<file path="src/rtl/wb_daq_channel_sequencer_pkg.sv">
// Shared types for the DAQ channel sequencer: FSM state encoding, aggregator
// width codes and the channel-index width helper.
package wb_daq_pkg;

  typedef enum logic [2:0] {
    ST_IDLE,
    ST_WAIT_TICK,
    ST_SELECT,
    ST_START,
    ST_CONVERT,
    ST_DELIVER
  } seq_state_e;

  localparam logic [1:0] DAQ_W8  = 2'd0;
  localparam logic [1:0] DAQ_W16 = 2'd1;
  localparam logic [1:0] DAQ_W32 = 2'd2;

  // A single-channel build still needs a one-bit index.
  function automatic int ch_idx_w(input int n);
    return (n <= 2) ? 1 : $clog2(n);
  endfunction

endpackage

</file>
<file path="src/rtl/wb_daq_channel_sequencer_if.sv">
// ADC front-end handshake plus aggregator sample path of the channel sequencer.
interface wb_daq_channel_sequencer_if #(
  parameter int NUM_CH = 4,
  parameter int adc_dw = 8
);
  import wb_daq_pkg::*;

  localparam int CH_W = ch_idx_w(NUM_CH);

  logic              adc_start;
  logic [CH_W-1:0]   adc_channel;
  logic              adc_done;
  logic [adc_dw-1:0] adc_data_in;
  logic              data_ready;
  logic [1:0]        data_width;
  logic [adc_dw-1:0] adc_data_out;

  modport master (
    output adc_start, adc_channel, data_ready, data_width, adc_data_out,
    input  adc_done, adc_data_in
  );

  modport slave (
    input  adc_start, adc_channel, data_ready, data_width, adc_data_out,
    output adc_done, adc_data_in
  );

endinterface

</file>
<file path="src/rtl/wb_daq_channel_sequencer_prescaler.sv">
// Sample-interval prescaler: reloadable down-counter, one-cycle tick every
// prescale+1 cycles, held at the reload value while clear is high.
module wb_daq_prescaler #(
  parameter int PRESCALE_W = 16
) (
  input  logic                  wb_clk,
  input  logic                  wb_rst_n,
  input  logic                  clear,
  input  logic [PRESCALE_W-1:0] prescale,
  output logic                  tick
);

  logic [PRESCALE_W-1:0] count;

  assign tick = !clear && (count == '0);

  always_ff @(posedge wb_clk or negedge wb_rst_n) begin
    if (!wb_rst_n) begin
      count <= '0;
    end else if (clear || tick) begin
      count <= prescale;
    end else begin
      count <= count - PRESCALE_W'(1);
    end
  end

endmodule

</file>
<file path="src/rtl/wb_daq_channel_sequencer.sv">
// Tick-driven ADC channel scan controller feeding the DAQ aggregator.
// Optional conversion watchdog: define WB_DAQ_SEQ_TIMEOUT_EN.
module wb_daq_channel_sequencer
  import wb_daq_pkg::*;
#(
  parameter int NUM_CH      = 4,
  parameter int adc_dw      = 8,
  parameter int PRESCALE_W  = 16,
  parameter int TIMEOUT_CYC = 255
) (
  input  logic                  wb_clk,
  input  logic                  wb_rst_n,
  input  logic                  enable,
  input  logic [NUM_CH-1:0]     ch_enable,
  input  logic [1:0]            width_cfg,
  input  logic [PRESCALE_W-1:0] prescale,
  input  logic                  clr_status,
  input  logic                  fifo_full,
  wb_daq_channel_sequencer_if.master bus,
  output logic                  busy,
  output logic                  overrun,
  output logic                  timeout
);

  localparam int CH_W = ch_idx_w(NUM_CH);

  seq_state_e        state;
  logic [NUM_CH-1:0] mask;
  logic [NUM_CH-1:0] cur_bit;
  logic [CH_W-1:0]   cur_ch;
  logic              start_pulse;
  logic              ready_pulse;
  logic [1:0]        width_lock;
  logic [adc_dw-1:0] sample;
  logic              abort;
  logic              tick;
  logic              scan_active;
  logic              ovr_set;
  logic              wd_expired;

  function automatic logic [CH_W-1:0] lowest_ch(input logic [NUM_CH-1:0] m);
    logic [CH_W-1:0] idx;
    idx = '0;
    for (int i = NUM_CH - 1; i >= 0; i--) begin
      if (m[i]) idx = CH_W'(i);
    end
    return idx;
  endfunction

  function automatic logic [1:0] width_code(input logic [1:0] cfg);
    return (cfg == 2'd3) ? DAQ_W8 : cfg;
  endfunction

  wb_daq_prescaler #(.PRESCALE_W(PRESCALE_W)) u_prescaler (
    .wb_clk   (wb_clk),
    .wb_rst_n (wb_rst_n),
    .clear    (state == ST_IDLE),
    .prescale (prescale),
    .tick     (tick)
  );

  assign cur_bit     = NUM_CH'(1) << cur_ch;
  assign scan_active = (state == ST_SELECT) || (state == ST_START) ||
                       (state == ST_CONVERT) || (state == ST_DELIVER);
  // A tick during a scan, or one refused because the FIFO is full, is lost.
  assign ovr_set     = tick && (scan_active ||
                       ((state == ST_WAIT_TICK) && enable && (|ch_enable) && fifo_full));

  always_ff @(posedge wb_clk or negedge wb_rst_n) begin
    if (!wb_rst_n) begin
      overrun <= 1'b0;
    end else if (ovr_set) begin
      overrun <= 1'b1;
    end else if (clr_status) begin
      overrun <= 1'b0;
    end
  end

`ifdef WB_DAQ_SEQ_TIMEOUT_EN
  localparam int WD_W = $clog2(TIMEOUT_CYC + 1);

  logic [WD_W-1:0] wd;
  logic            timeout_flag;

  assign wd_expired = (state == ST_CONVERT) && !bus.adc_done &&
                      (wd == WD_W'(TIMEOUT_CYC - 1));

  always_ff @(posedge wb_clk or negedge wb_rst_n) begin
    if (!wb_rst_n) begin
      wd           <= '0;
      timeout_flag <= 1'b0;
    end else begin
      wd <= (state == ST_CONVERT) ? wd + WD_W'(1) : '0;
      if (wd_expired) begin
        timeout_flag <= 1'b1;
      end else if (clr_status) begin
        timeout_flag <= 1'b0;
      end
    end
  end

  assign timeout = timeout_flag;
`else
  assign wd_expired = 1'b0;
  // Watchdog compiled out: the flag is a constant 0.
  assign timeout    = (TIMEOUT_CYC < 0);
`endif

  always_ff @(posedge wb_clk or negedge wb_rst_n) begin
    if (!wb_rst_n) begin
      state       <= ST_IDLE;
      mask        <= '0;
      cur_ch      <= '0;
      start_pulse <= 1'b0;
      ready_pulse <= 1'b0;
      width_lock  <= DAQ_W8;
      sample      <= '0;
      abort       <= 1'b0;
      busy        <= 1'b0;
    end else begin
      start_pulse <= 1'b0;
      ready_pulse <= 1'b0;
      unique case (state)
        ST_IDLE: begin
          busy <= 1'b0;
          if (enable) begin
            width_lock <= width_code(width_cfg);
            state      <= ST_WAIT_TICK;
          end
        end
        ST_WAIT_TICK: begin
          if (!enable) begin
            state <= ST_IDLE;
          end else if (tick && (|ch_enable) && !fifo_full) begin
            mask   <= ch_enable;
            cur_ch <= lowest_ch(ch_enable);
            busy   <= 1'b1;
            state  <= ST_SELECT;
          end
        end
        ST_SELECT: begin
          if (!enable) begin
            busy  <= 1'b0;
            state <= ST_IDLE;
          end else if (mask == '0) begin
            busy  <= 1'b0;
            state <= ST_WAIT_TICK;
          end else begin
            cur_ch      <= lowest_ch(mask);
            start_pulse <= 1'b1;
            state       <= ST_START;
          end
        end
        ST_START: begin
          abort <= 1'b0;
          if (!enable) begin
            busy  <= 1'b0;
            state <= ST_IDLE;
          end else begin
            state <= ST_CONVERT;
          end
        end
        ST_CONVERT: begin
          // Once disabled, the in-flight conversion is drained but never delivered.
          abort <= abort | !enable;
          if (bus.adc_done || wd_expired) begin
            mask <= mask & ~cur_bit;
            if (abort || !enable) begin
              busy  <= 1'b0;
              state <= ST_IDLE;
            end else if (bus.adc_done) begin
              sample      <= bus.adc_data_in;
              ready_pulse <= 1'b1;
              state       <= ST_DELIVER;
            end else begin
              if (|(mask & ~cur_bit)) cur_ch <= lowest_ch(mask & ~cur_bit);
              state <= ST_SELECT;
            end
          end
        end
        ST_DELIVER: begin
          if (!enable) begin
            busy  <= 1'b0;
            state <= ST_IDLE;
          end else begin
            if (|mask) cur_ch <= lowest_ch(mask);
            state <= ST_SELECT;
          end
        end
        default: begin
          busy  <= 1'b0;
          state <= ST_IDLE;
        end
      endcase
    end
  end

  assign bus.adc_start    = start_pulse;
  assign bus.adc_channel  = cur_ch;
  assign bus.data_ready   = ready_pulse;
  assign bus.data_width   = width_lock;
  assign bus.adc_data_out = sample;

endmodule

</file>
<file path="src/flat_wrapper.sv">
// flat-port wrapper written by rule: the top's interface ports become plain ports
module wb_daq_channel_sequencer_flat import wb_daq_pkg::*;
#(
  parameter int NUM_CH      = 4,
  parameter int adc_dw      = 8,
  parameter int PRESCALE_W  = 16,
  parameter int TIMEOUT_CYC = 255
)
  (wb_clk, wb_rst_n, enable, ch_enable, width_cfg, prescale, clr_status, fifo_full, busy, overrun, timeout, bus_adc_start, bus_adc_channel, bus_data_ready, bus_data_width, bus_adc_data_out, bus_adc_done, bus_adc_data_in);
  wb_daq_channel_sequencer_if #(.NUM_CH(NUM_CH), .adc_dw(adc_dw)) bus_i ();
  input  logic wb_clk;
  input  logic wb_rst_n;
  input  logic enable;
  input  logic [NUM_CH-1:0] ch_enable;
  input  logic [1:0] width_cfg;
  input  logic [PRESCALE_W-1:0] prescale;
  input  logic clr_status;
  input  logic fifo_full;
  output logic busy;
  output logic overrun;
  output logic timeout;
  output wire logic [$bits(bus_i.adc_start)-1:0] bus_adc_start;
  output wire logic [$bits(bus_i.adc_channel)-1:0] bus_adc_channel;
  output wire logic [$bits(bus_i.data_ready)-1:0] bus_data_ready;
  output wire logic [$bits(bus_i.data_width)-1:0] bus_data_width;
  output wire logic [$bits(bus_i.adc_data_out)-1:0] bus_adc_data_out;
  input wire logic [$bits(bus_i.adc_done)-1:0] bus_adc_done;
  input wire logic [$bits(bus_i.adc_data_in)-1:0] bus_adc_data_in;
  assign bus_adc_start = bus_i.adc_start;
  assign bus_adc_channel = bus_i.adc_channel;
  assign bus_data_ready = bus_i.data_ready;
  assign bus_data_width = bus_i.data_width;
  assign bus_adc_data_out = bus_i.adc_data_out;
  assign bus_i.adc_done = bus_adc_done;
  assign bus_i.adc_data_in = bus_adc_data_in;
  wb_daq_channel_sequencer #(.NUM_CH(NUM_CH), .adc_dw(adc_dw), .PRESCALE_W(PRESCALE_W), .TIMEOUT_CYC(TIMEOUT_CYC)) u_core (.wb_clk(wb_clk), .wb_rst_n(wb_rst_n), .enable(enable), .ch_enable(ch_enable), .width_cfg(width_cfg), .prescale(prescale), .clr_status(clr_status), .fifo_full(fifo_full), .bus(bus_i), .busy(busy), .overrun(overrun), .timeout(timeout));
endmodule
</file>
<file path="config.mk">
export PLATFORM = sky130hd
export DESIGN_NAME = wb_daq_channel_sequencer_flat
export DESIGN_NICKNAME = d
export VERILOG_FILES = /design/src/rtl/wb_daq_channel_sequencer_pkg.sv /design/src/rtl/wb_daq_channel_sequencer_if.sv /design/src/rtl/wb_daq_channel_sequencer_prescaler.sv /design/src/rtl/wb_daq_channel_sequencer.sv /design/src/flat_wrapper.sv
export SDC_FILE = /design/constraint.sdc
export NUM_CORES = 1
export LEC_CHECK = 0
export CORE_UTILIZATION = 50
export DETAILED_ROUTE_END_ITERATION = 6
export GPL_TIMING_DRIVEN = 0
export PLACE_DENSITY = 0.84
export SETUP_SLACK_MARGIN = 0.1
export SYNTH_ARGS = -nofsm -noshare
export SYNTH_HDL_FRONTEND = slang
export SYNTH_SLANG_ARGS = --single-unit
</file>
<file path="constraint.sdc">
create_clock -name wb_clk -period 3.4 [get_ports wb_clk]
set_clock_uncertainty 0.2 [all_clocks]
set_input_delay 0.68 -clock wb_clk [delete_from_list [all_inputs] [get_ports wb_clk]]
set_output_delay 0.68 -clock wb_clk [all_outputs]
set_load 0.1 [all_outputs]
</file>
==> metrics.md, run 1 <==
| Metric | Value |
|---|---|
| Async S/R FF share, synth | 1.00 |
| Class of the tightest hold or removal check | reg2reg |
| Via count | about 1800 |
| Cell type group with the largest total delay on the critical path | buffers and inverters |
| Remaining Overflow, GRT | 0 |
| Buffer cell driving the clock tree root | clkbuf_8 |
| Final hold vios | 0 |
| Worst hold path stage count | 2 |
| PwrDens | ~430 nW/um^2 |
| Critical Path Source | u_core.bus.adc_channel[0] |
| Final Cycle Share | 0.812 |
| RSZ-0062 raised after global routing | false |
| Global-route wire length before repair | 7750 um |
| Wirelength per Cell | 14.5 um |
| Worst-case hold slack | 290 ps |
| Summed instance area of the synthesized netlist | 2180 um^2 |
| Flip-flop and latch count after synthesis | 40 |
| Total iterations of the first detailed-routing run | 4 |
| Total stage count of the critical path | 1 |
| Worst setup slack after placement | roughly 760 ps |
| Number of remaining DRC errors | 0 |
| Share of the yosys chip area belonging to registers | 0.459 |
| Layout overhead on the synthesized area | 31.5% |
| Cell type contributing the most total cell area after synthesis | dfrtp_1 |
| Number of buffers inserted to repair setup after CTS | 0 |
| Die extent in x | 68.0 um |
| Standard-cell rows | 23 |
| Final standard cell utilization of the core | 0.702 |
| Number of enable flip-flop cells after synthesis | 0 |
| Number of warnings issued by yosys | 0 |
| FF-to-FF path depth | 5 |
| Crit-path cells | clkdlybuf4s50_1 |
| Max VDD drop | 304 uV |
| Number of nets produced by synthesis | 265 |
| Slowest stage delay, CP | 1160 ps |
| CTS buffer count | 5 |
| Most common cell after layout, fill and taps aside | clkdlybuf4s50_1 |
| Total of cells resized after clock tree synthesis | 0 |
| Final instance count without filler cells | about 330 |
| Number of ports placed on the die boundary | 53 |
| Setup TNS Final | 0 ps |
| P_leak | 1.20 nW |
| Per-instance average area after synthesis | 9.61 um^2 |
| Type of the worst setup path | reg2out |
| Slew at the pin closest to its max-slew limit | about 1000 ps |
| Minimum clock period after layout | 2760 ps |
| Post-DRT Antenna Nets | 0 |
| Post-layout worst setup margin | 638 ps |
| Slowest-stage cell, CP | clkdlybuf4s50_1 |
| Final count of negative-setup-slack endpoints | 0 |
| Clock Tree Buf Depth | 2 |
| Worst reg2reg path endpoint | u_core.bus.adc_channel[1] |
| Maximum number of pins on one net before global-route repair | 41 |
| N_diodes | 0 |
| Data required time at the worst endpoint | 2520 ps |
| Worst setup path end | bus_adc_channel[0] |
| Area of the multi-input gates | 1080 um^2 |
| Vias in the first global route | 1783 |
| Post-CTS Hold Buffers | 0 |
| Setup crit end kind | output port |
| Remaining max-slew budget at the tightest pin | 0.335 |
| Outcome | complete, no violations |
| Max-cap violation count | 0 |
| CTS tree | built |
| Final wirelength | 4840 um |
| Achievable frequency | 362 MHz |
| Core Box Area | a little over 4000 um^2 |
| CTS HTree Levels | 2 |
| Number of DRC violations after detailed-routing iteration 0 | 152 |
| Data arrival time of the critical path | 1880 ps |
| Sequential cell area | 1000 um^2 |
| Number of buffer cells added on primary ports | 50 |
| Number of standard cells after synthesis | 227 |
| CP Launch Type | flop |
| TritonCTS Sinks | 40 |
| Area of the die | ~4600 um^2 |
| Effective utilization at floorplan | 0.534 |
| Clk pin slew, worst setup/hold paths | about 80 ps |
| # nets final | 322 |
| Beginning of the worst register-to-register path | u_core.mask[2] |
| Filler cell count in the final layout | 324 |
| Last weighted congestion value of the routability-driven placer | about 0.87 |
| Half-perimeter wire length after placement | 3410 um |
| Commonest non-fill, non-tap cells in the layout | 49 x clkdlybuf4s50_1, 40 x dfrtp_1, 31 x nor2_1, 22 x a21oi_1 |
| Post-synthesis cell type count | 43 |
| Placed Cells incl. Taps | 327 |
| Area share of the largest cell type after synthesis | 0.459 |
| Average vias per placed instance | 5.53 |
| Initial antenna violation count | 0 |
| R2R setup slack | 1100 ps |
| Share of layout cells above drive strength 1 | 0.127 |
| Final-report max-slew violation count | 0 |
| Main synth FF type | dfrtp_1 |
| Clock latency on the worst-skew pair | 290 ps |
| Crit path max fanout | 6 |
| Total buffers and inverters traversed by the critical path | 1 |
| Total global routing track utilization | 0.227 |
| Die Height | 68.0 um |
| Top area cells in the synthesized netlist | dfrtp_1 46%, mux2_2 5.7%, nor2_1 5.3% |
==> per-layer routing <==
| metal | global-route usage | share of wire |
|---|---|---|
| met5 | 0 | 0 |
| met4 | 0.115 | 0.028 |
| met3 | 0.0367 | 0.039 |
| met2 | 0.385 | 0.50 |
| met1 | 0.276 | 0.43 |
==> metrics by stage <==
stage                     instance area, um^2  total power [mW]
after floorplan                          2180             0.686
after global placement                   2740             0.768
after detailed placement                 2740             0.773
after CTS                                2870              1.23
after global routing                     2870              1.27
final                                    2870              1.22
==> report_power, final <==
| group | total, mW | internal (mW) | switching (mW) |
|---|---|---|---|
| combinational | 0.218 | 0.0934 | 0.125 |
| clock | 0.452 | 0.289 | 0.163 |
| sequential | 0.550 | 0.508 | 0.0429 |
==> kinds of logic (layout without fill, tap and decap cells) <==
logic type      Yosys count  count (layout)  share of synthesized area
simple gates             97              97                      0.250
flops                    40              40                      0.459
compound gates           41              41                      0.107
mux                      14              14                     0.0711
fa+ha+maj                 2               2                     0.0115
other cells               1               1                    0.00172
buf+inv                  18              75                     0.0436
xor+xnor                 14              14                     0.0562
==> how the worst min path moves through the flow <==
stage,from,endpoint,slack (ps)
floorplan,wb_rst_n,u_core.abort,180
global placement,u_core.bus.data_width[1],u_core.bus.data_width[1],270
detailed placement,u_core.bus.data_width[1],u_core.bus.data_width[1],280
CTS,u_core.bus.data_width[1],u_core.bus.data_width[1],300
global route,u_core.bus.data_width[1],u_core.bus.data_width[1],310
finish,u_core.bus.data_width[0],u_core.bus.data_width[0],290
==> worst reg2reg max path: cells and delay by family, from the launching register on <==
kind,cells,cell delay (ps)
AOI/OAI and AO/OA,2,320
DFF,1,430
muxes,1,310
and+or+nand+nor,2,930
==> cell usage after synthesis (2+ instances only) <==
cell type,count
dfrtp_1,40
nor2_1,31
a21oi_1,22
nand2_1,13
nand3_1,13
mux2_2,11
o21ai_0,10
xnor2_1,10
inv_1,8
nand2b_1,8
nor3_1,7
nor4_1,5
buf_2,4
nand4_1,4
xor2_1,4
a21oi_2,2
buf_4,2
buf_6,2
clkbuf_1,2
ha_1,2
mux2i_1,2
nor2b_1,2
o211ai_1,2
or3_1,2
==> layout make-up <==
| type | instances | area share |
|---|---|---|
| multi-input cells | 169 | 0.378 |
| flip-flops and latches | 40 | 0.349 |
| repair buffers | 50 | 0.173 |
| clock buffers | 5 | 0.0240 |
| plain buffers | 10 | 0.0227 |
| well taps | 50 | 0.0218 |
| clock inverters | 2 | 0.0209 |
| inverters | 8 | 0.0105 |
==> state kept, by name (all words and copies together) (netlist names), 2 cells and up <==
register,cells
u_core.bus.adc_channel,2
u_core.bus.adc_data_out,8
u_core.bus.data_width,2
u_core.mask,4
u_core.state,3
u_core.u_prescaler.count,16
No activity file was read; power rests on OpenSTA's default activity.
==> inputs of run 2 (changes only) <==
Settings changed: CORE_UTILIZATION 50 to 45, PLACE_DENSITY 0.84 to 0.8.
Clock period 3.4 ns to 2.5 ns, I/O delays scaled along.
==> run 2 against run 1 <==
  * Largest cell class unchanged
  * Highest routed layer unchanged
  * First-iteration DRC count is 24% lower
  * Via count is 1.7% lower
  * Register-to-register slack worse by 740 ps
  * Core utilization is 8.0 points lower
  * Wire length is 5.9% lower
  * Die area is 11% higher
  * Total power is 19% higher
  * Largest power group unchanged
  * Setup slack worse by 440 ps
==> metrics.md, run 2 (synthesis results as in run 1) <==
| Metric | Value |
|---|---|
| Buffer cell driving the clock tree root | clkbuf_8 |
| PwrDens | 517 nW/um^2 (+21%) |
| Crit path max fanout | 6 (unchanged) |
| Via count | 1815 (-1.7%) |
| Outcome | complete, no violations |
| Crit-path cells | dlygate4sd2_1 |
| RSZ-0062 raised after global routing | false |
| Slew at the pin closest to its max-slew limit | 980 ps (-15.4 ps) |
| Cell type group with the largest total delay on the critical path | buffers and inverters |
| Half-perimeter wire length after placement | 3410 um (-0.14%) |
| Slowest stage delay, CP | 880 ps (-280 ps) |
| Effective utilization at floorplan | 0.484 (-0.0495) |
| Clock Tree Buf Depth | 2 (unchanged) |
| Layout overhead on the synthesized area | 28.5% |
| Class of the tightest hold or removal check | in2async |
| N_diodes | 0 (unchanged) |
| Largest register by flop count | u_core.u_prescaler.count |
| Remaining Overflow, GRT | 0 (unchanged) |
| Share of layout cells above drive strength 1 | 0.127 (unchanged) |
| Data required time at the worst endpoint | 1800 ps (-720 ps) |
| Data arrival time of the critical path | 1600 ps (-280 ps) |
| Die extent in x | 71.6 um (+5.2%) |
| Final-report max-slew violation count | 0 (unchanged) |
| Area of the die | 5130 um^2 (+11%) |
| Final count of negative-setup-slack endpoints | 0 (unchanged) |
| Number of ports placed on the die boundary | 53 (unchanged) |
| Post-layout worst setup margin | 201 ps (-437 ps) |
| Remaining max-slew budget at the tightest pin | 0.350 (+0.0149) |
| Max reg flops | 16 (unchanged) |
| Worst setup slack after placement | 30.8 ps (-729 ps) |
| Commonest non-fill, non-tap cells in the layout | 40 x dfrtp_1, 33 x clkdlybuf4s50_1, 31 x nor2_1, 22 x a21oi_1, 16 x dlygate4sd2_1 |
| Most common cell after layout, fill and taps aside | dfrtp_1 |
| Type of the worst setup path | reg2out |
| Post-DRT Antenna Nets | 0 (unchanged) |
| Average vias per placed instance | 5.40 (-2.3%) |
| Vias in the first global route | 1814 (+1.7%) |
| CP Launch Type | flop |
| Post-CTS Hold Buffers | 0 (unchanged) |
| # nets final | 322 (unchanged) |
| Final Cycle Share | 0.920 |
| Last weighted congestion value of the routability-driven placer | 0.917 (+5.5%) |
| Final hold vios | 0 (unchanged) |
| Final instance count without filler cells | 336 (+0.60%) |
| Total global routing track utilization | 0.205 (-0.0218) |
| Initial antenna violation count | 0 (unchanged) |
| Minimum clock period after layout | around 2300 ps |
| Achievable frequency | 435 MHz |
| Number of buffer cells added on primary ports | 50 (unchanged) |
| CTS tree | built |
| Number of DRC violations after detailed-routing iteration 0 | 116 (-24%) |
| Standard-cell rows | 24 (+4.3%) |
| Maximum number of pins on one net before global-route repair | 41 (unchanged) |
| Max VDD drop | 320 uV (+5.3%) |
| CTS HTree Levels | 2 (unchanged) |
| Worst-case hold slack | 108 ps (-182 ps) |
| Number of remaining DRC errors | 0 (unchanged) |
| Die Height | 71.6 um (+5.2%) |
| CTS buffer count | 5 (unchanged) |
| Total iterations of the first detailed-routing run | 4 (unchanged) |
| Slowest-stage cell, CP | dlygate4sd2_1 |
| Total chip power | 1.45 mW (+19%) |
| Setup crit end kind | output port |
| Max-cap violation count | 0 (unchanged) |
| Placed Cells incl. Taps | 329 (+0.61%) |
| P_leak | 1.25 nW (+3.9%) |
| TritonCTS Sinks | 40 (unchanged) |
| Core Box Area | 4500 um^2 (+10%) |
| Global-route wire length before repair | 8140 um (+5.1%) |
| Wirelength per Cell | 13.6 um (-6.4%) |
| Clock latency on the worst-skew pair | 300 ps (about the same) |
| Clk pin slew, worst setup/hold paths | 80 ps (about the same) |
| Final wirelength | 4550 um (-5.9%) |
| Total buffers and inverters traversed by the critical path | 1 (unchanged) |
## run 2: cell count changes in the layout (fill, tap and decap cells not counted), sizes merged
cell           change
bufinv             -2
clkdlybuf4s50     -16
clkinv             +1
clkinvlp           +1
dlygate4sd2       +16
## run 2: worst paths after layout
path	slack [ps]	cells past startpoint	startpoint	endpoint
max	200	1	u_core.bus.adc_channel[0]	bus_adc_channel[0]
min in group wb_clk	290	2	u_core.bus.data_width[0]	u_core.bus.data_width[0]
max in group asynchronous	1460	1	wb_rst_n	u_core.mask[2]
min reg2reg	290	2	u_core.bus.data_width[0]	u_core.bus.data_width[0]
min	110	1	wb_rst_n	u_core.u_prescaler.count[14]
max reg2reg	360	5	u_core.u_prescaler.count[12]	u_core.bus.adc_channel[0]
## run 2: metrics by stage
step / util / instance area (um^2) / setup TNS, ps
final: 0.622 / 2800 / 0
after global placement: 0.610 / 2750 / -7800
after detailed placement: 0.609 / 2740 / 0
after global routing: 0.622 / 2800 / 0
after CTS: 0.622 / 2800 / 0
after floorplan: - / 2180 / 0
## run 2: where the power goes
part	internal, mW	leakage (nW)	total (mW)	switching, mW
Combinational	0.120	0.722	0.286	0.166
Clock	0.189	0.0400	0.416	0.227
Sequential	0.690	0.485	0.746	0.0557
Total	0.999	1.25	1.45	0.449
## run 2: final cells by class
type / count / area [um^2]
plain buffers: 10 / 65.1
clock buffers: 5 / 68.8
clock inverters: 2 / 12.5
fillers: 379 / 1700
inverters: 8 / 30.0
multi-input cells: 169 / 1080
flip-flops and latches: 40 / 1000
well taps: 52 / 65.1
repair buffers: 50 / 475
## run 2: what timing repair did
item / CTS / global route
endpoints found under the setup margin: 16 / 0
setup buffers: 0 / 0
resized for setup: 16 / 0
## run 2: per-layer routing
layer	part of all wire	global-route usage
met5	0	0
met4	0.024	0.0871
met3	0.052	0.0520
met2	0.47	0.319
met1	0.45	0.275
